File: src/rtl/pipelined_addsub.sv
`timescale 1ns / 1ps
// -----------------------------------------------------------------------------
// pipelined_addsub
//
// Pipelined integer adder/subtractor with NZCV flag generation and a
// valid/ready handshake. The WIDTH-bit carry chain is cut into STAGES equal
// segments of SEG = WIDTH/STAGES bits. Register stage k holds the sum bits
// resolved so far (segments 0..k), the still-unprocessed upper operand bits,
// the carry out of segment k, the operand MSBs and a valid bit.
//
// Ports
//   clk        rising-edge clock
//   rst_n      asynchronous active-low reset; clears every valid bit and datum
//   in_valid   operands presented
//   in_ready   block accepts operands this cycle (combinational, = advance)
//   in_a/in_b  WIDTH-bit operands
//   in_sub     0: A+B, 1: A-B (computed as A + ~B + 1)
//   out_valid  result available
//   out_ready  consumer accepts the result
//   out_sum    WIDTH-bit result, modulo 2^WIDTH
//   out_flags  {N, Z, C, V}; C=1 on subtract means "no borrow"
// -----------------------------------------------------------------------------
module pipelined_addsub #(
  parameter int unsigned WIDTH  = 64,
  parameter int unsigned STAGES = 2
) (
  input  logic             clk,
  input  logic             rst_n,
  input  logic             in_valid,
  output logic             in_ready,
  input  logic [WIDTH-1:0] in_a,
  input  logic [WIDTH-1:0] in_b,
  input  logic             in_sub,
  output logic             out_valid,
  input  logic             out_ready,
  output logic [WIDTH-1:0] out_sum,
  output logic [3:0]       out_flags
);

  localparam int unsigned SEG  = WIDTH / STAGES;
  localparam int unsigned LAST = STAGES - 1;

  // Elaboration-time parameter checks.
  if ((WIDTH % STAGES) != 0) begin : g_bad_split
    $error("pipelined_addsub: WIDTH (%0d) must be a multiple of STAGES (%0d)", WIDTH, STAGES);
  end
  if ((WIDTH < 8) || (WIDTH > 128)) begin : g_bad_width
    $error("pipelined_addsub: WIDTH (%0d) must lie in 8..128", WIDTH);
  end
  if ((STAGES < 1) || (STAGES > 8)) begin : g_bad_stages
    $error("pipelined_addsub: STAGES (%0d) must lie in 1..8", STAGES);
  end

  // Per-stage state. a/b keep the full width for simplicity; stage k only
  // ever reads the slices above segment k.
  logic [WIDTH-1:0]  sum_q [STAGES];
  logic [WIDTH-1:0]  sum_d [STAGES];
  logic [WIDTH-1:0]  a_q   [STAGES];
  logic [WIDTH-1:0]  a_d   [STAGES];
  logic [WIDTH-1:0]  b_q   [STAGES];
  logic [WIDTH-1:0]  b_d   [STAGES];
  logic [STAGES-1:0] carry_q, carry_d;
  logic [STAGES-1:0] a_msb_q, a_msb_d;
  logic [STAGES-1:0] b_msb_q, b_msb_d;
  logic [STAGES-1:0] valid_q, valid_d;

  logic             adv;
  logic [WIDTH-1:0] beff;
  logic [SEG:0]     seg_res;

  // Single global advance: the whole pipe moves or the whole pipe holds, so a
  // bubble stays where it is during a stall.
  assign adv      = out_ready | ~out_valid;
  assign in_ready = adv;
  assign beff     = in_sub ? ~in_b : in_b;

  always_comb begin
    seg_res = '0;
    sum_d   = sum_q;
    a_d     = a_q;
    b_d     = b_q;
    carry_d = carry_q;
    a_msb_d = a_msb_q;
    b_msb_d = b_msb_q;
    valid_d = valid_q;

    if (adv) begin
      // Stage 0: lowest segment straight from the inputs; in_sub is the +1 of
      // two's-complement subtraction. Data loads even on a bubble; the valid
      // bit alone qualifies it.
      seg_res          = {1'b0, in_a[SEG-1:0]} + {1'b0, beff[SEG-1:0]} + {{SEG{1'b0}}, in_sub};
      sum_d[0]         = '0;
      sum_d[0][SEG-1:0] = seg_res[SEG-1:0];
      a_d[0]           = in_a;
      b_d[0]           = beff;
      carry_d[0]       = seg_res[SEG];
      a_msb_d[0]       = in_a[WIDTH-1];
      b_msb_d[0]       = beff[WIDTH-1];
      valid_d[0]       = in_valid & in_ready;

      // Stage k: resolve segment k using the carry registered by stage k-1.
      for (int unsigned k = 1; k < STAGES; k++) begin
        seg_res = {1'b0, a_q[k-1][k*SEG +: SEG]} + {1'b0, b_q[k-1][k*SEG +: SEG]}
                + {{SEG{1'b0}}, carry_q[k-1]};
        sum_d[k]              = sum_q[k-1];
        sum_d[k][k*SEG +: SEG] = seg_res[SEG-1:0];
        a_d[k]                = a_q[k-1];
        b_d[k]                = b_q[k-1];
        carry_d[k]            = seg_res[SEG];
        a_msb_d[k]            = a_msb_q[k-1];
        b_msb_d[k]            = b_msb_q[k-1];
        valid_d[k]            = valid_q[k-1];
      end
    end
  end

  always_ff @(posedge clk or negedge rst_n) begin
    if (!rst_n) begin
      for (int unsigned k = 0; k < STAGES; k++) begin
        sum_q[k] <= '0;
        a_q[k]   <= '0;
        b_q[k]   <= '0;
      end
      carry_q <= '0;
      a_msb_q <= '0;
      b_msb_q <= '0;
      valid_q <= '0;
    end else begin
      for (int unsigned k = 0; k < STAGES; k++) begin
        sum_q[k] <= sum_d[k];
        a_q[k]   <= a_d[k];
        b_q[k]   <= b_d[k];
      end
      carry_q <= carry_d;
      a_msb_q <= a_msb_d;
      b_msb_q <= b_msb_d;
      valid_q <= valid_d;
    end
  end

  logic flag_n, flag_z, flag_c, flag_v;

  always_comb begin
    out_valid = valid_q[LAST];
    out_sum   = sum_q[LAST];
    flag_n    = sum_q[LAST][WIDTH-1];
    flag_z    = (sum_q[LAST] == '0);
    flag_c    = carry_q[LAST];
    // Signed overflow: operands of equal sign yielding a result of the other sign.
    flag_v    = (a_msb_q[LAST] == b_msb_q[LAST]) & (sum_q[LAST][WIDTH-1] != a_msb_q[LAST]);
    // Qualified by valid so the reset/idle value reads 0000 rather than Z=1.
    out_flags = out_valid ? {flag_n, flag_z, flag_c, flag_v} : 4'b0000;
  end

endmodule

File: config.mk
export PLATFORM = sky130hd
export DESIGN_NAME = pipelined_addsub
export DESIGN_NICKNAME = d
export VERILOG_FILES = /design/src/rtl/pipelined_addsub.sv
export SDC_FILE = /design/constraint.sdc
export NUM_CORES = 1
export LEC_CHECK = 0
export BUFFER_PORTS_ARGS = -buffer_cell sky130_fd_sc_hd__clkbuf_2
export CAP_MARGIN = 20
export CORE_MARGIN = 2
export CORE_UTILIZATION = 40
export CTS_CLUSTER_SIZE = 20
export DETAILED_ROUTE_END_ITERATION = 16
export PLACE_DENSITY = 0.69
export RECOVER_POWER = 25
export SYNTH_ARGS = -nofsm -noshare
export SYNTH_HDL_FRONTEND = slang
export SYNTH_SLANG_ARGS = --single-unit
File: constraint.sdc
create_clock -name clk -period 9.1 [get_ports clk]
set_clock_uncertainty 0.05 [all_clocks]
set_input_delay 1.82 -clock clk [delete_from_list [all_inputs] [get_ports clk]]
set_output_delay 1.82 -clock clk [all_outputs]
set_load 0.01 [all_outputs]
==> results.yml, run 1 <==
worst_hold_path:
  hold_start: "valid_q[0]$_DFFE_PN0N_"
  hold_path_end: "valid_q[0]$_DFFE_PN0N_"
  worstHoldPathType: "reg2reg"
  hold_depth: 2
yosys:
  syn_inst: 1325
  synthFlopType: "dfrtp_1"
  syn_area_sq_um: 11100
  ys_warn_count: 0
  yosysSeqAreaShare: 0.376
  synth_nets: 1523
  synthArstFlopShare: 1.00
  synth_cell_type_count: 73
  syn_avg_cell_area_sq_um: 8.35
  synth_edf_count: 0
  synth_seq_cells: 166
clock_network:
  path_clk_slew_ns: 0.07
  cts_tree: "built"
  cts_buffer_depth: 2
  cts_made_buffers: 17
  htreeDepth: 4
  cts_hold_buf: 0
  clkSinkCount: 166
  insertion_delay_ns: 0.43
  ctsResizeCount: 0
  cts_setup_buffers: 0
  clockRootBuffer: "clkbuf_16"
floorplan:
  fp.dieW_um: 170
  design.core.area_sq_um: 27000
  fp-row-count: 60
  die-area_sq_um: 29000
  io_pins: 203
  start_util: 0.409
  die_h_um: 170
detailed_routing:
  routed-via-count: 9578
  maxUsedRoutingLayer: "met4"
  drtIter0Drc: 761
  met1Wirelength_um: 13700
  drc: 0
  wl_per_cell_um: 16.5
  route.met3.wl_um: 1540
  dr.pass1.iters: 6
  wl_um: 29400
  via_per_inst: 5.39
  route.met2.wl_um: 13300
  ant_nets: 0
final_layout:
  fillCellCount: 2676
  syn2layout_area_growth_pct: 11.9
  finalNetCount: 1620
  multi_input_area_sq_um: 6050
  layout_common_cells: "322 x nand2_1, 200 x clkbuf_2, 166 x dfrtp_1"
  final_layout_size_suffix_gt1_frac: 0.179
  seq_area_sq_um: 4150
  final_common_cell: "nand2_1"
global_route:
  grt_pass1_wl_um: 47900
  grt_max_degree: 120
  grt_overflow: 0
  grt_usage: 0.206
  antenna_found_initial: 1
  grt_pass1_vias: 9532
pwr:
  sw_frac_of_total: 0.398
  internal-power_w: 0.00182
  vdd_drop_max_uv: 122
  power.static_leakage_nw: 5.91
  power_density_nw_per_um2: 244
  p_sw_w: 0.00120
  p_comb_frac: 0.372
  pwr-share-clk: 0.251
  p_seq_frac: 0.377
place:
  gp_congestion: 0.909
  portBuffers: 202
  dp.final_hpwl_um: 21700
  post-place-ws_ns: 4.08
sta:
  finalSetupViolations: 0
  setup_ws_ns: 3.11
  rsz0062_at_grt: "no"
  clock.fmax_mhz: 167
  period_needed_ns: 5.99
  holdWs_ns: 0.420
  fin_tns_setup_ns: 0
  maxSlewViolCount: 106
  slew_headroom: -1.65
  fin_crit_sh: 0.658
  hold_viol_final: 0
  worst_pin_slew_ns: 3.98
worst_setup_path:
  arrival_ns: 6.27
  crit_type: "in2reg"
  cp_common_cell: "clkbuf_1"
  max_stage_delay_ns: 2.83
  rr_startpoint: "valid_q[1]$_DFFE_PN0N_"
  cp-end-kind: "register"
  worstPathCellList: "clkbuf_2 -> nor2b_1 -> clkbuf_1 -> clkbuf_1 -> nor2_1 -> nand3_1 -> o221ai_1 -> a211oi_1"
  crit_path_top_delay_cell: "clkbuf_1"
  start_kind: "input pin"
  reg2reg_to: "sum_q[89]$_DFFE_PN0N_"
  cp_max_fo: 105
  cp.required_ns: 9.38
  r2r_slack_ns: 3.96
  worstRegToRegCells: 7
outcome:
  violations: "max-capacitance violations, max-slew violations"
  status: "finished, violations left"
job:
  drv_cap: 1
## routing by layer
layer	track usage	vias up
met1	0.283	4529
met5	0	-
li1	-	4716
met3	0.0333	55
met2	0.326	278
met4	0.0810	0
## sequential cells by signal, summed over array words and instances, names as in the netlist
register and cells:
out_sum 64, sum_q 32, a_q 31, b_q 31, a_msb_q 2, b_msb_q 2
carry_q 2, valid_q 2
## worst max path at each step
stage | startpoint | to | slack (ns)
after floorplan | in_sub | sum_q[90]$_DFFE_PN0N_ | 4.54
after global placement | in_sub | sum_q[91]$_DFFE_PN0N_ | 4.21
after detailed placement | in_sub | sum_q[91]$_DFFE_PN0N_ | 4.08
after CTS | out_sum[20]$_DFFE_PN0N_ | out_flags[2] | 4.50
after global routing | out_ready | sum_q[89]$_DFFE_PN0N_ | 2.42
final | out_ready | sum_q[89]$_DFFE_PN0N_ | 3.11
## through the flow
stage | total power (W) | instances | utilization | instance area (sq um)
after floorplan | 0.00201 | 1325 | - | 11100
after global placement | 0.00224 | 1743 | 0.436 | 11800
after detailed placement | 0.00227 | 1743 | 0.436 | 11800
after CTS | 0.00303 | 1775 | 0.458 | 12400
after global routing | 0.00322 | 1777 | 0.458 | 12400
final | 0.00302 | 1777 | 0.458 | 12400
## synthesized netlist by cell type, drive strengths merged (4+ instances only)
cell type  instances  share of area
o31ai             13         0.0093
xor2              46          0.036
dfrtp            166           0.38
nand4             12         0.0068
a21boi             4         0.0027
buf               83          0.052
nand3             16         0.0072
a211o              4         0.0032
o21a              15          0.010
nor3              17         0.0077
o221ai             5         0.0040
a31oi              9         0.0051
nor3b              8         0.0054
a2111oi            4         0.0037
o2111ai            4         0.0032
a211oi            15          0.012
xnor2             53          0.042
o21ai             81          0.037
or3                6         0.0034
o211ai             9         0.0061
nor2              78          0.026
and3               8         0.0046
ha                62          0.070
mux2i              5         0.0049
nand2b             4         0.0023
inv               22         0.0075
clkbuf            46          0.016
nand2            322           0.11
and2               8         0.0049
o21bai            12         0.0081
a21o              29          0.020
nor4              24          0.014
a21oi             91          0.042
## final cells by class
class | instances | share of cell area
clock inverter | 14 | 0.0130
inverter | 22 | 0.00688
clock buffer | 18 | 0.0347
tap | 341 | 0.0345
multi-input combinational | 1006 | 0.489
antenna | 1 | 0.000202
sequential | 166 | 0.336
timing repair buffer | 209 | 0.0861
## power groups by stage
stage                     Sequential (W)  Clock, W  Combinational, W
after detailed placement         0.00115         0           0.00112
after CTS                        0.00114  0.000771           0.00112
after global routing             0.00116  0.000796           0.00126
after global placement           0.00114         0           0.00109
after floorplan                  0.00107         0          0.000939
final                            0.00114  0.000757           0.00112
## logic make-up after synthesis
logic type	count (synthesis)	synth area share
and+or+nand+nor	519	0.203
AOI/OAI and AO/OA	317	0.184
DFF	166	0.376
buffers and inverters	153	0.0776
xor gates and xnor gates	99	0.0784
adders and majority gates	65	0.0756
muxes	6	0.00588
## worst max-delay path, delay by kind of cell
kind            cells  cell delay, ns
buf+inv             3            3.47
simple gates        3            0.60
compound gates      2            0.32
No activity file was read; power rests on OpenSTA's default activity.
==> run 2, diff against run 1 <==
clock period = 6.12 ns   (was 9.1 ns; I/O delays follow)
==> run 2 against run 1 <==
Effect of this change:
- the flow still finishes with violations (max-capacitance violations, max-slew violations)
- clock-buffer cell count up 2
- first-iteration DRC count down 12%
- register-to-register slack worse by 1.2 ns
- hold slack worse by 0.0070 ns
- core utilization about the same
- final area about the same
- setup slack worse by 0.93 ns
- critical path type is now reg2out
- largest power group unchanged
==> results.yml, run 2 (synthesis gave the netlist of run 1 again) <==
outcome:
  status: "finished, violations left"
  violations: "max-capacitance violations, max-slew violations"
clock_network:
  cts_made_buffers: 17
  htreeDepth: 4
  insertion_delay_ns: 0.42
  clkSinkCount: 166
  clockRootBuffer: "clkbuf_16"
  cts_tree: "built"
  cts_hold_buf: 0
  cts_buffer_depth: 2
  cts_setup_buffers: 0
  ctsResizeCount: 0
  path_clk_slew_ns: 0.06
pwr:
  vdd_drop_max_uv: 187
  power_density_nw_per_um2: 360
  power.static_leakage_nw: 5.92
detailed_routing:
  wl_per_cell_um: 16.4
  dr.pass1.iters: 5
  routed-via-count: 9526
  via_per_inst: 5.37
  wl_um: 29000
  drc: 0
  drtIter0Drc: 668
  ant_nets: 0
global_route:
  grt_usage: 0.201
  grt_pass1_vias: 9172
  antenna_found_initial: 1
  grt_max_degree: 210
  grt_overflow: 0
  grt_pass1_wl_um: 46700
worst_setup_path:
  reg2reg_to: "out_sum[62]$_DFFE_PN0N_"
  start_kind: "register"
  cp_max_fo: 3
  cp.required_ns: 4.85
  arrival_ns: 2.67
  worstRegToRegCells: 9
  r2r_slack_ns: 2.81
  cp-end-kind: "output pin"
  rr_startpoint: "a_q[96]$_DFFE_PN0N_"
  crit_type: "reg2out"
place:
  dp.cells: 1743
  portBuffers: 202
  gp_congestion: 0.913
  dp.final_hpwl_um: 21600
worst_hold_path:
  hold_start: "sum_q[81]$_DFFE_PN0N_"
  worstHoldPathType: "reg2reg"
  hold_path_end: "out_sum[17]$_DFFE_PN0N_"
  hold_depth: 2
final_layout:
  syn2layout_area_growth_pct: 12.0
  final_layout_size_suffix_gt1_frac: 0.178
  layout_common_cells: "322 x nand2_1, 200 x clkbuf_2, 166 x dfrtp_1"
  finalNetCount: 1619
  fin_cells: 1773
  largest_reg_flops: 64
  final_common_cell: "nand2_1"
sta:
  fin_tns_setup_ns: 0
  hold_viol_final: 0
  period_needed_ns: 3.94
  maxSlewViolCount: 33
  worst_pin_slew_ns: 1.78
  rsz0062_at_grt: "no"
  clock.fmax_mhz: 254
  slew_headroom: -0.184
  holdWs_ns: 0.413
  fin_crit_sh: 0.644
  finalSetupViolations: 0
floorplan:
  die-area_sq_um: 29000
  io_pins: 203
  start_util: 0.409
  design.core.area_sq_um: 27000
  fp-row-count: 60
  die_h_um: 170
  fp.dieW_um: 170
job:
  drv_cap: 1
## run 2: cell type report
class	count	area, sq um
clock buffer	20	457
inverter	22	85.1
sequential	166	4150
antenna	1	2.50
fill	2720	14600
clock inverter	9	129
tap	341	427
multi-input combinational	1006	6060
timing repair buffer	208	1070
## run 2: report_power, final
group	total (W)	switching [W]	internal [W]
sequential	0.00170	0.000289	0.00141
clock	0.00110	0.000442	0.000656
combinational	0.00166	0.000987	0.000676
total	0.00446	0.00172	0.00274
## run 2: through the flow
step	util	power (W)	setup slack, ns	instance area [sq um]
2_1_floorplan	-	0.00299	2.15	11100
3_3_place_gp	0.437	0.00334	2.02	11800
3_5_place_dp	0.437	0.00338	1.97	11800
4_1_cts	0.458	0.00449	2.14	12400
5_1_grt	0.458	0.00476	2.00	12400
6_report	0.458	0.00446	2.18	12400
## run 2: worst max path at each step
stage	startpoint	end	slack, ns	depth (start not counted)
finish	out_sum[20]$_DFFE_PN0N_	out_flags[2]	2.18	6
global route	out_sum[20]$_DFFE_PN0N_	out_flags[2]	2.00	6
CTS	out_sum[20]$_DFFE_PN0N_	out_flags[2]	2.14	6
detailed placement	in_sub	sum_q[90]$_DFFE_PN0N_	1.97	10
global placement	in_sub	sum_q[90]$_DFFE_PN0N_	2.02	10
floorplan	in_sub	sum_q[90]$_DFFE_PN0N_	2.15	11
## run 2: metal layers
| metal | track usage | vias up | part of all wire |
|---|---|---|---|
| met2 | 0.324 | 295 | 0.47 |
| met4 | 0.0639 | 0 | 0.021 |
| met5 | 0 | - | 0 |
| li1 | - | 4717 | - |
| met1 | 0.267 | 4473 | 0.45 |
| met3 | 0.0481 | 41 | 0.061 |
## run 2: critical path, cell delays in order (launching register included)
cell	delay, ns
dfrtp_1	0.41
nor4_1	0.62
nand2_1	0.13
nor4_1	0.22
nand3_1	0.11
nor4_1	0.53
clkbuf_2	0.23
==> run 3, diff against run 2 <==
clock period = 4.1 ns   (was 6.12 ns; I/O delays follow)
==> run 3 against run 2 <==
Effect of this change:
- the flow still finishes with violations (max-capacitance violations, max-slew violations)
- total power up 49%
- core utilization up 0.12 points
- register-to-register slack worse by 2.0 ns
- global-route usage up 0.35 points
- final area up 0.25%
- critical path depth unchanged
- clock power up 51%
- setup slack worse by 1.7 ns
- critical path type unchanged
- critical endpoint unchanged
- largest power group unchanged
- highest routed layer unchanged
==> results.yml, run 3 (synthesis gave the netlist of run 1 again) <==
outcome:
  status: "finished, violations left"
  violations: "max-capacitance violations, max-slew violations"
floorplan:
  die_h_um: 170
  start_util: 0.409
  fp-row-count: 60
  io_pins: 203
  design.core.area_sq_um: 27000
  fp.dieW_um: 170
  die-area_sq_um: 29000
pwr:
  p_seq_frac: 0.379
  sw_frac_of_total: 0.401
  vdd_drop_max_uv: 273
  internal-power_w: 0.00399
  pwr-share-clk: 0.249
  p_comb_frac: 0.372
  p_sw_w: 0.00268
  power_density_nw_per_um2: 537
  power.static_leakage_nw: 5.94
sta:
  fin_crit_sh: 0.873
  hold_viol_final: 0
  maxSlewViolCount: 63
  finalSetupViolations: 0
  holdWs_ns: 0.418
  rsz0062_at_grt: "no"
  clock.fmax_mhz: 279
  period_needed_ns: 3.58
  fin_tns_setup_ns: 0
  slew_headroom: -0.986
  worst_pin_slew_ns: 2.98
clock_network:
  clockRootBuffer: "clkbuf_16"
  clkSinkCount: 166
  htreeDepth: 4
  cts_buffer_depth: 2
  path_clk_slew_ns: 0.06
  cts_setup_buffers: 0
  insertion_delay_ns: 0.44
  cts_hold_buf: 0
  cts_tree: "built"
  cts_made_buffers: 17
  ctsResizeCount: 0
worst_hold_path:
  worstHoldPathType: "reg2reg"
  hold_depth: 1
  hold_start: "valid_q[0]$_DFFE_PN0N_"
final_layout:
  fin_util: 0.459
  syn2layout_area_growth_pct: 12.2
  final_common_cell: "nand2_1"
  layout_common_cells: "322 x nand2_1, 200 x clkbuf_2, 166 x dfrtp_1"
  diodes: 0
  finalNetCount: 1620
  largest_reg_flops: 64
  final_layout_size_suffix_gt1_frac: 0.181
worst_setup_path:
  crit_type: "reg2out"
  arrival_ns: 2.71
  crit_start: "out_sum[23]$_DFFE_PN0N_"
  worstRegToRegCells: 9
  reg2reg_to: "out_sum[62]$_DFFE_PN0N_"
  cp-endpoint: "out_flags[2]"
  cp_max_fo: 3
  r2r_slack_ns: 0.78
  start_kind: "register"
  cp.required_ns: 3.23
  cp-end-kind: "output pin"
  rr_startpoint: "a_q[96]$_DFFE_PN0N_"
place:
  portBuffers: 202
  gp_congestion: 0.883
  dp.final_hpwl_um: 21700
global_route:
  grt_pass1_vias: 9259
  grt_overflow: 0
  grt_pass1_wl_um: 47300
  grt_max_degree: 210
  antenna_found_initial: 0
  grt_usage: 0.204
detailed_routing:
  wl_um: 29000
  wl_per_cell_um: 16.3
  routed-via-count: 9568
  dr.pass1.iters: 5
  via_per_inst: 5.39
  ant_nets: 0
  drtIter0Drc: 658
  drc: 0
job:
  drv_cap: 1
run 3: power groups by stage:
| stage | Sequential [W] | Combinational (W) | Clock [W] |
|---|---|---|---|
| 6_report | 0.00253 | 0.00248 | 0.00166 |
| 5_1_grt | 0.00259 | 0.00279 | 0.00175 |
| 4_1_cts | 0.00253 | 0.00249 | 0.00170 |
| 3_5_place_dp | 0.00256 | 0.00248 | 0 |
| 3_3_place_gp | 0.00255 | 0.00243 | 0 |
| 2_1_floorplan | 0.00237 | 0.00208 | 0 |
run 3: metal layers:
metal | wire (um) | up-vias | track usage
met1 | 13700 | 4591 | 0.281
met3 | 1240 | 28 | 0.0328
met2 | 13500 | 223 | 0.332
met4 | 556 | 0 | 0.0609
met5 | 0 | - | 0
li1 | - | 4726 | -
run 3: worst min-delay path by stage:
stage                                  end  slack (ns)
finish              valid_q[1]$_DFFE_PN0N_        0.42
global route        valid_q[1]$_DFFE_PN0N_        0.44
CTS                   b_q[114]$_DFFE_PN0N_        0.33
detailed placement  valid_q[1]$_DFFE_PN0N_        0.40
global placement    valid_q[0]$_DFFE_PN0N_        0.39
floorplan           valid_q[0]$_DFFE_PN0N_        0.38
run 3: worst max-delay path, cell delays in order, from the launching register on:
cell	delay, ns
dfrtp_1	0.43
nor4_1	0.58
nand2_1	0.16
nor4_1	0.24
nand3_1	0.12
nor4_1	0.51
clkbuf_2	0.24
run 3: cell type report:
type	count	area, sq um
Tap cell	341	427
Timing Repair Buffer	209	1090
Inverter	22	85.1
Fill cell	2691	14600
Clock buffer	17	425
Clock inverter	15	173
Multi-Input combinational cell	1006	6060
Sequential cell	166	4150
run 3: per-stage QoR:
| step | instance area, sq um | std cells | setup slack [ns] | total power, W |
|---|---|---|---|---|
| 2_1_floorplan | 11100 | 1325 | 0.536 | 0.00446 |
| 3_3_place_gp | 11800 | 1744 | 0.364 | 0.00498 |
| 3_5_place_dp | 11800 | 1744 | 0.312 | 0.00504 |
| 4_1_cts | 12400 | 1776 | 0.444 | 0.00673 |
| 5_1_grt | 12400 | 1776 | 0.228 | 0.00713 |
| 6_report | 12400 | 1776 | 0.521 | 0.00667 |
